[src/rtl/vga_pixel_out_if.sv]
// Pixel-fetch port between the VGA output stage and the frame-buffer read FIFO.
// The master side is the pixel reader; the slave side is the FIFO.
interface vga_pixel_out_if;
    logic        fifo_empty;
    logic        fifo_rd_en;
    logic [15:0] fifo_rd_data;

    modport master (
        input  fifo_empty,
        input  fifo_rd_data,
        output fifo_rd_en
    );

    modport slave (
        output fifo_empty,
        output fifo_rd_data,
        input  fifo_rd_en
    );
endinterface

[src/rtl/vga_pixel_out.sv]
// VGA output stage: 640x480@60 timing generator, two-stage pixel pipeline from the
// read FIFO, and sticky underflow detection with a substitute colour.
module vga_pixel_out #(
    parameter int          H_SYNC   = 96,
    parameter int          H_BACK   = 48,
    parameter int          H_ACTIVE = 640,
    parameter int          H_FRONT  = 16,
    parameter int          V_SYNC   = 2,
    parameter int          V_BACK   = 33,
    parameter int          V_ACTIVE = 480,
    parameter int          V_FRONT  = 10,
    parameter logic [15:0] UF_COLOR = 16'hF800
) (
    input  logic               clk,
    input  logic               rst_n,
    input  logic               en,
    vga_pixel_out_if.master    fifo,
    input  logic               clr_underflow,
    output logic               vga_hs,
    output logic               vga_vs,
    output logic               vga_de,
    output logic [15:0]        rgb,
    output logic               frame_start,
    output logic               underflow
);

    localparam int H_TOTAL = H_SYNC + H_BACK + H_ACTIVE + H_FRONT;
    localparam int V_TOTAL = V_SYNC + V_BACK + V_ACTIVE + V_FRONT;

    localparam logic [9:0] H_LAST     = 10'(H_TOTAL - 1);
    localparam logic [9:0] V_LAST     = 10'(V_TOTAL - 1);
    localparam logic [9:0] H_SYNC_END = 10'(H_SYNC);
    localparam logic [9:0] V_SYNC_END = 10'(V_SYNC);
    localparam logic [9:0] H_DE_BEG   = 10'(H_SYNC + H_BACK);
    localparam logic [9:0] H_DE_END   = 10'(H_SYNC + H_BACK + H_ACTIVE);
    localparam logic [9:0] V_DE_BEG   = 10'(V_SYNC + V_BACK);
    localparam logic [9:0] V_DE_END   = 10'(V_SYNC + V_BACK + V_ACTIVE);

    logic [9:0]  h_cnt_r;
    logic [9:0]  v_cnt_r;

    logic        hs0_s;
    logic        vs0_s;
    logic        de0_s;
    logic        miss0_s;
    logic        rd_en_s;

    logic        hs1_r;
    logic        vs1_r;
    logic        de1_r;
    logic        miss1_r;
    logic        vs1_d_r;

    logic [15:0] rgb_s;

    // Pixel/line counters; held at the frame origin while disabled.
    always_ff @(posedge clk or negedge rst_n) begin
        if (!rst_n) begin
            h_cnt_r <= 10'd0;
            v_cnt_r <= 10'd0;
        end else if (!en) begin
            h_cnt_r <= 10'd0;
            v_cnt_r <= 10'd0;
        end else if (h_cnt_r == H_LAST) begin
            h_cnt_r <= 10'd0;
            if (v_cnt_r == V_LAST) begin
                v_cnt_r <= 10'd0;
            end else begin
                v_cnt_r <= v_cnt_r + 10'd1;
            end
        end else begin
            h_cnt_r <= h_cnt_r + 10'd1;
        end
    end

    // Stage-0 timing decode; everything is forced inactive while disabled so a
    // dropped enable cannot stretch a sync pulse or issue a read.
    always_comb begin
        hs0_s   = 1'b0;
        vs0_s   = 1'b0;
        de0_s   = 1'b0;
        if (en) begin
            hs0_s = (h_cnt_r < H_SYNC_END);
            vs0_s = (v_cnt_r < V_SYNC_END);
            de0_s = (h_cnt_r >= H_DE_BEG) && (h_cnt_r < H_DE_END) &&
                    (v_cnt_r >= V_DE_BEG) && (v_cnt_r < V_DE_END);
        end else begin
            hs0_s = 1'b0;
            vs0_s = 1'b0;
            de0_s = 1'b0;
        end
        miss0_s = de0_s & fifo.fifo_empty;
        rd_en_s = de0_s & ~fifo.fifo_empty;
    end

    assign fifo.fifo_rd_en = rd_en_s;

    // Stage 1: timing flags aligned with the cycle in which the FIFO returns data.
    always_ff @(posedge clk or negedge rst_n) begin
        if (!rst_n) begin
            hs1_r   <= 1'b0;
            vs1_r   <= 1'b0;
            de1_r   <= 1'b0;
            miss1_r <= 1'b0;
            vs1_d_r <= 1'b0;
        end else begin
            hs1_r   <= hs0_s;
            vs1_r   <= vs0_s;
            de1_r   <= de0_s;
            miss1_r <= miss0_s;
            vs1_d_r <= vs1_r;
        end
    end

    // Pixel select: a missed slot shows the underflow colour, blanking shows black.
    always_comb begin
        rgb_s = 16'h0000;
        if (de1_r) begin
            if (miss1_r) begin
                rgb_s = UF_COLOR;
            end else begin
                rgb_s = fifo.fifo_rd_data;
            end
        end else begin
            rgb_s = 16'h0000;
        end
    end

    // Stage 2: registered pins; frame_start coincides with the falling edge of vga_vs.
    always_ff @(posedge clk or negedge rst_n) begin
        if (!rst_n) begin
            vga_hs      <= 1'b1;
            vga_vs      <= 1'b1;
            vga_de      <= 1'b0;
            rgb         <= 16'h0000;
            frame_start <= 1'b0;
        end else begin
            vga_hs      <= ~hs1_r;
            vga_vs      <= ~vs1_r;
            vga_de      <= de1_r;
            rgb         <= rgb_s;
            frame_start <= vs1_r & ~vs1_d_r;
        end
    end

    // Sticky underflow flag; a new miss wins over a simultaneous clear.
    always_ff @(posedge clk or negedge rst_n) begin
        if (!rst_n) begin
            underflow <= 1'b0;
        end else if (miss0_s) begin
            underflow <= 1'b1;
        end else if (clr_underflow) begin
            underflow <= 1'b0;
        end else begin
            underflow <= underflow;
        end
    end

endmodule
[src/flat_wrapper.sv]
// flat-port wrapper written by rule: the top's interface ports become plain ports
module vga_pixel_out_flat 
#(
    parameter int          H_SYNC   = 96,
    parameter int          H_BACK   = 48,
    parameter int          H_ACTIVE = 640,
    parameter int          H_FRONT  = 16,
    parameter int          V_SYNC   = 2,
    parameter int          V_BACK   = 33,
    parameter int          V_ACTIVE = 480,
    parameter int          V_FRONT  = 10,
    parameter logic [15:0] UF_COLOR = 16'hF800
)
  (clk, rst_n, en, clr_underflow, vga_hs, vga_vs, vga_de, rgb, frame_start, underflow, fifo_fifo_empty, fifo_fifo_rd_data, fifo_fifo_rd_en);
  vga_pixel_out_if fifo_i ();
  input  logic clk;
  input  logic rst_n;
  input  logic en;
  input  logic clr_underflow;
  output logic vga_hs;
  output logic vga_vs;
  output logic vga_de;
  output logic [15:0] rgb;
  output logic frame_start;
  output logic underflow;
  input wire logic [$bits(fifo_i.fifo_empty)-1:0] fifo_fifo_empty;
  input wire logic [$bits(fifo_i.fifo_rd_data)-1:0] fifo_fifo_rd_data;
  output wire logic [$bits(fifo_i.fifo_rd_en)-1:0] fifo_fifo_rd_en;
  assign fifo_i.fifo_empty = fifo_fifo_empty;
  assign fifo_i.fifo_rd_data = fifo_fifo_rd_data;
  assign fifo_fifo_rd_en = fifo_i.fifo_rd_en;
  vga_pixel_out #(.H_SYNC(H_SYNC), .H_BACK(H_BACK), .H_ACTIVE(H_ACTIVE), .H_FRONT(H_FRONT), .V_SYNC(V_SYNC), .V_BACK(V_BACK), .V_ACTIVE(V_ACTIVE), .V_FRONT(V_FRONT), .UF_COLOR(UF_COLOR)) u_core (.clk(clk), .rst_n(rst_n), .en(en), .fifo(fifo_i), .clr_underflow(clr_underflow), .vga_hs(vga_hs), .vga_vs(vga_vs), .vga_de(vga_de), .rgb(rgb), .frame_start(frame_start), .underflow(underflow));
endmodule
[config.mk]
export PLATFORM = sky130hd
export DESIGN_NAME = vga_pixel_out_flat
export DESIGN_NICKNAME = d
export VERILOG_FILES = /design/src/rtl/vga_pixel_out_if.sv /design/src/rtl/vga_pixel_out.sv /design/src/flat_wrapper.sv
export SDC_FILE = /design/constraint.sdc
export NUM_CORES = 1
export LEC_CHECK = 0
export ABC_AREA = 0
export ABC_CLOCK_PERIOD_IN_PS = 2350
export CORE_ASPECT_RATIO = 0.75
export CORE_UTILIZATION = 50
export CTS_CLUSTER_SIZE = 16
export DETAILED_ROUTE_END_ITERATION = 7
export GPL_TIMING_DRIVEN = 0
export PLACE_DENSITY_LB_ADDON = 0.12
export SLEW_MARGIN = 10
export SYNTH_ARGS = -nofsm -noshare
export SYNTH_HDL_FRONTEND = slang
export SYNTH_SLANG_ARGS = --single-unit
[constraint.sdc]
create_clock -name clk -period 2.35 [get_ports clk]
set_input_delay 0.235 -clock clk [delete_from_list [all_inputs] [get_ports clk]]
set_output_delay 0.235 -clock clk [all_outputs]
set_load 0.01 [all_outputs]
==> flow_summary.ini <==
[synthesis]
netlist_instances = 187
yosysTopAreaCell = dfrtp_1
synth_nets = 212
synth-seq-cells = 46
synth_top_area_share_pct = 55.17
netlist_top_cells_area = dfrtp_1 (55%), and2_1 (4.4%), nor2_1 (3.2%)
synth.distinct_cells = 38
async_flop_share_pct = 100.0
yosysMostFrequentCell = dfrtp_1
synth_common_cells = dfrtp_1 (44), nor2_1 (17), and2_1 (14), inv_1 (14), nand3_1 (9)
yosysSeqAreaShare_pct = 57.81
synth_edf_count = 0
synth_flop_cell = dfrtp_1
yosys_warnings = 0
syn_area_per_cell_um2 = 10.67
netlist_area_um2 = 1996

[clock_tree]
clkLatencyLatePin_ns = 0.30
cts_sinks = 46
cts-buffers-inserted = 5
cts_buffer_depth = 2
cts.clk_slew.worst_paths_ns = 0.09
cts_tree = yes
cts-htree-levels = 2
clock-root-buffer = clkbuf_8

[critical_path]
end_kind = output port
worstPathMaxFanout = 7
required_ns = 2.12
crit_type = flop to output port
worstPathArrival_ns = 1.90
worst_setup_path_start_kind = flop

[detailed_routing]
first_pass_iters = 4
drc = 0
routed_wl_mm = 4.177
postRouteAntennaNets = 0
drt_iter0_drc = 106
vias = 1567
routed_via_density = 5.385
avgRoutedWirePerCell_um = 14.35

[power_and_ir_drop]
power.share.switching_pct = 21.33
pwr_density_cell_nw_per_um2 = 561.6
leakage_nw = 1.140
p_int_w = 0.001166
vdd_drop_max_uv = 397.6
power_w = 0.001483
power_switching_w = 0.0003163
share_seq_of_total_power_pct = 54.5
p_clk_share_pct = 39.7
combinationalPowerShare_pct = 5.8

[final_layout]
final_cell_area_um2 = 2640
n_antenna_cell = 0
drive_gt1_share_pct = 10.46
fill_cells = 278
fin_util_pct = 70.73
area_growth_pct = 32.29
final_net_count = 263

[placement]
gp_congestion = 0.8941
hpwl_mm = 2.947
place_area_um2 = 2496
portBuffers = 42

[timing]
drv_slew = 0
hold_viol_final = 0
fin_crit_sh_pct = 90.77
rsz0062_at_grt = false
setup_tns_ns = 0
finClkSkew_ns = 0.004535
tightest_slew_ns = 0.4616
max_freq_mhz = 468.8
setup-violations-final = 0
post-route-min-period_ns = 2.133
slew_headroom_pct = 69.23

[global_route]
antenna_found_initial = 0
grt_max_degree = 28
grt_pass1_vias = 1478
gr-usage-all-layers_pct = 22.03
grt_overflow_total = 0
grt_pass1_wl_mm = 6.851

[floorplan]
rows = 19
io_pins = 43
die_h_um = 56.72
die_area_um2 = 4251
fp.dieW_um = 74.95
initial_core_util_pct = 53.47
core-area_um2 = 3732

[worst_hold_path]
hold_path_class = flop to flop

[run_status]
status = finished clean

[run]
drv_cap = 0
==> layout by cell type, fill, tap and decap left out, types with 3 or more instances in the layout <==
master and count:
nor4_1 3, o21a_1 5, a31oi_1 3, o21ai_0 6, and4_1 4, a21oi_1 6
nand3_1 9, dfrtp_2 3, inv_1 14, o31ai_1 3, clkbuf_8 5, nand2_1 7
and2_1 14, clkbuf_1 4, clkdlybuf4s50_1 40, nor3_1 5, dfrtp_1 41, nor2_1 17
or3_1 4, ha_1 4, xnor2_1 6
==> cells by family after synthesis <==
| logic type | Yosys count | share of synthesized area, % |
|---|---|---|
| buf+inv | 21 | 4.012 |
| simple gates | 76 | 21.25 |
| mux | 1 | 0.5016 |
| xor+xnor | 8 | 3.511 |
| flops | 46 | 57.81 |
| fa+ha+maj | 4 | 2.508 |
| compound gates | 31 | 10.41 |
==> power groups by stage <==
stage	registers [W]	logic [W]	clock network, W
after floorplan	0.000824	0.0000202	0
after global placement	0.000823	0.0000799	0
after detailed placement	0.000824	0.0000854	0
after CTS	0.000808	0.0000874	0.000603
after global routing	0.000810	0.0000958	0.000631
final	0.000808	0.0000863	0.000588
==> worst max-delay path, cell delays in order, from the launching register on <==
cell and delay [ns]:
dfrtp_2 0.46, ha_1 0.25, nor3_1 0.16, a31oi_1 0.10
nand3b_1 0.24, nor2_1 0.11, dlygate4sd2_1 0.27
==> metrics by stage <==
stage               setup WS [ns]  hold WS (ns)  cells
CTS                        0.2271        0.3525    291
global route              0.06467        0.3649    291
global placement         -0.07024        0.3374    281
finish                     0.2169        0.3543    291
floorplan                  0.5812      -0.06059    187
detailed placement       -0.09035        0.2181    282
==> worst paths after layout <==
| kind | slack [ns] | end | start | depth (start not counted) |
|---|---|---|---|---|
| max reg2reg | 0.30 | u_core.v_cnt_r[5]$_DFFE_PN0P_ | u_core.h_cnt_r[0]$_DFF_PN0_ | 6 |
| max | 0.22 | fifo_fifo_rd_en | u_core.v_cnt_r[0]$_DFFE_PN0P_ | 6 |
| max in group asynchronous | 1.38 | u_core.vga_hs$_DFF_PN1_ | rst_n | 3 |
| min in group asynchronous | 0.41 | u_core.v_cnt_r[2]$_DFFE_PN0P_ | rst_n | 2 |
| min | 0.35 | u_core.vga_hs$_DFF_PN1_ | u_core.hs1_r$_DFF_PN0_ | 1 |
| min reg2reg | 0.35 | u_core.vga_hs$_DFF_PN1_ | u_core.hs1_r$_DFF_PN0_ | 1 |
==> layer usage <==
layer / global-route usage [%] / part of all wire (%)
met1: 29.95 / 47
met3: 8.977 / 8.6
met5: 0 / 0
met2: 32.05 / 43
met4: 7.008 / 1.5
==> state kept, by name, indices dropped and copies added (netlist names) <==
signal	cells
u_core.rgb	16
u_core.h_cnt_r	10
u_core.v_cnt_r	10
u_core.de1_r	1
u_core.frame_start	1
u_core.hs1_r	1
u_core.miss1_r	1
u_core.underflow	1
u_core.vga_de	1
u_core.vga_hs	1
u_core.vga_vs	1
u_core.vs1_d_r	1
u_core.vs1_r	1
==> cell type report <==
cell class                      instances  area (um^2)  share of cell area [%]
Multi-Input combinational cell        120        775.7                   29.38
Clock inverter                          3        43.79                   1.659
Timing Repair Buffer                   45        451.7                   17.11
Clock buffer                            5        68.82                   2.607
Tap cell                               52        65.06                   2.464
Buffer                                  6        25.02                  0.9479
Inverter                               14        52.55                   1.991
Sequential cell                        46         1157                   43.84
==> timing repair <==
item	4_1_cts	5_1_grt
hold buffers	1	0
setup buffers	1	0
endpoints found under the hold margin	18	0
gates resized for setup	7	0
setup endpoints to repair	1	0
No activity file was read; power rests on OpenSTA's default activity.
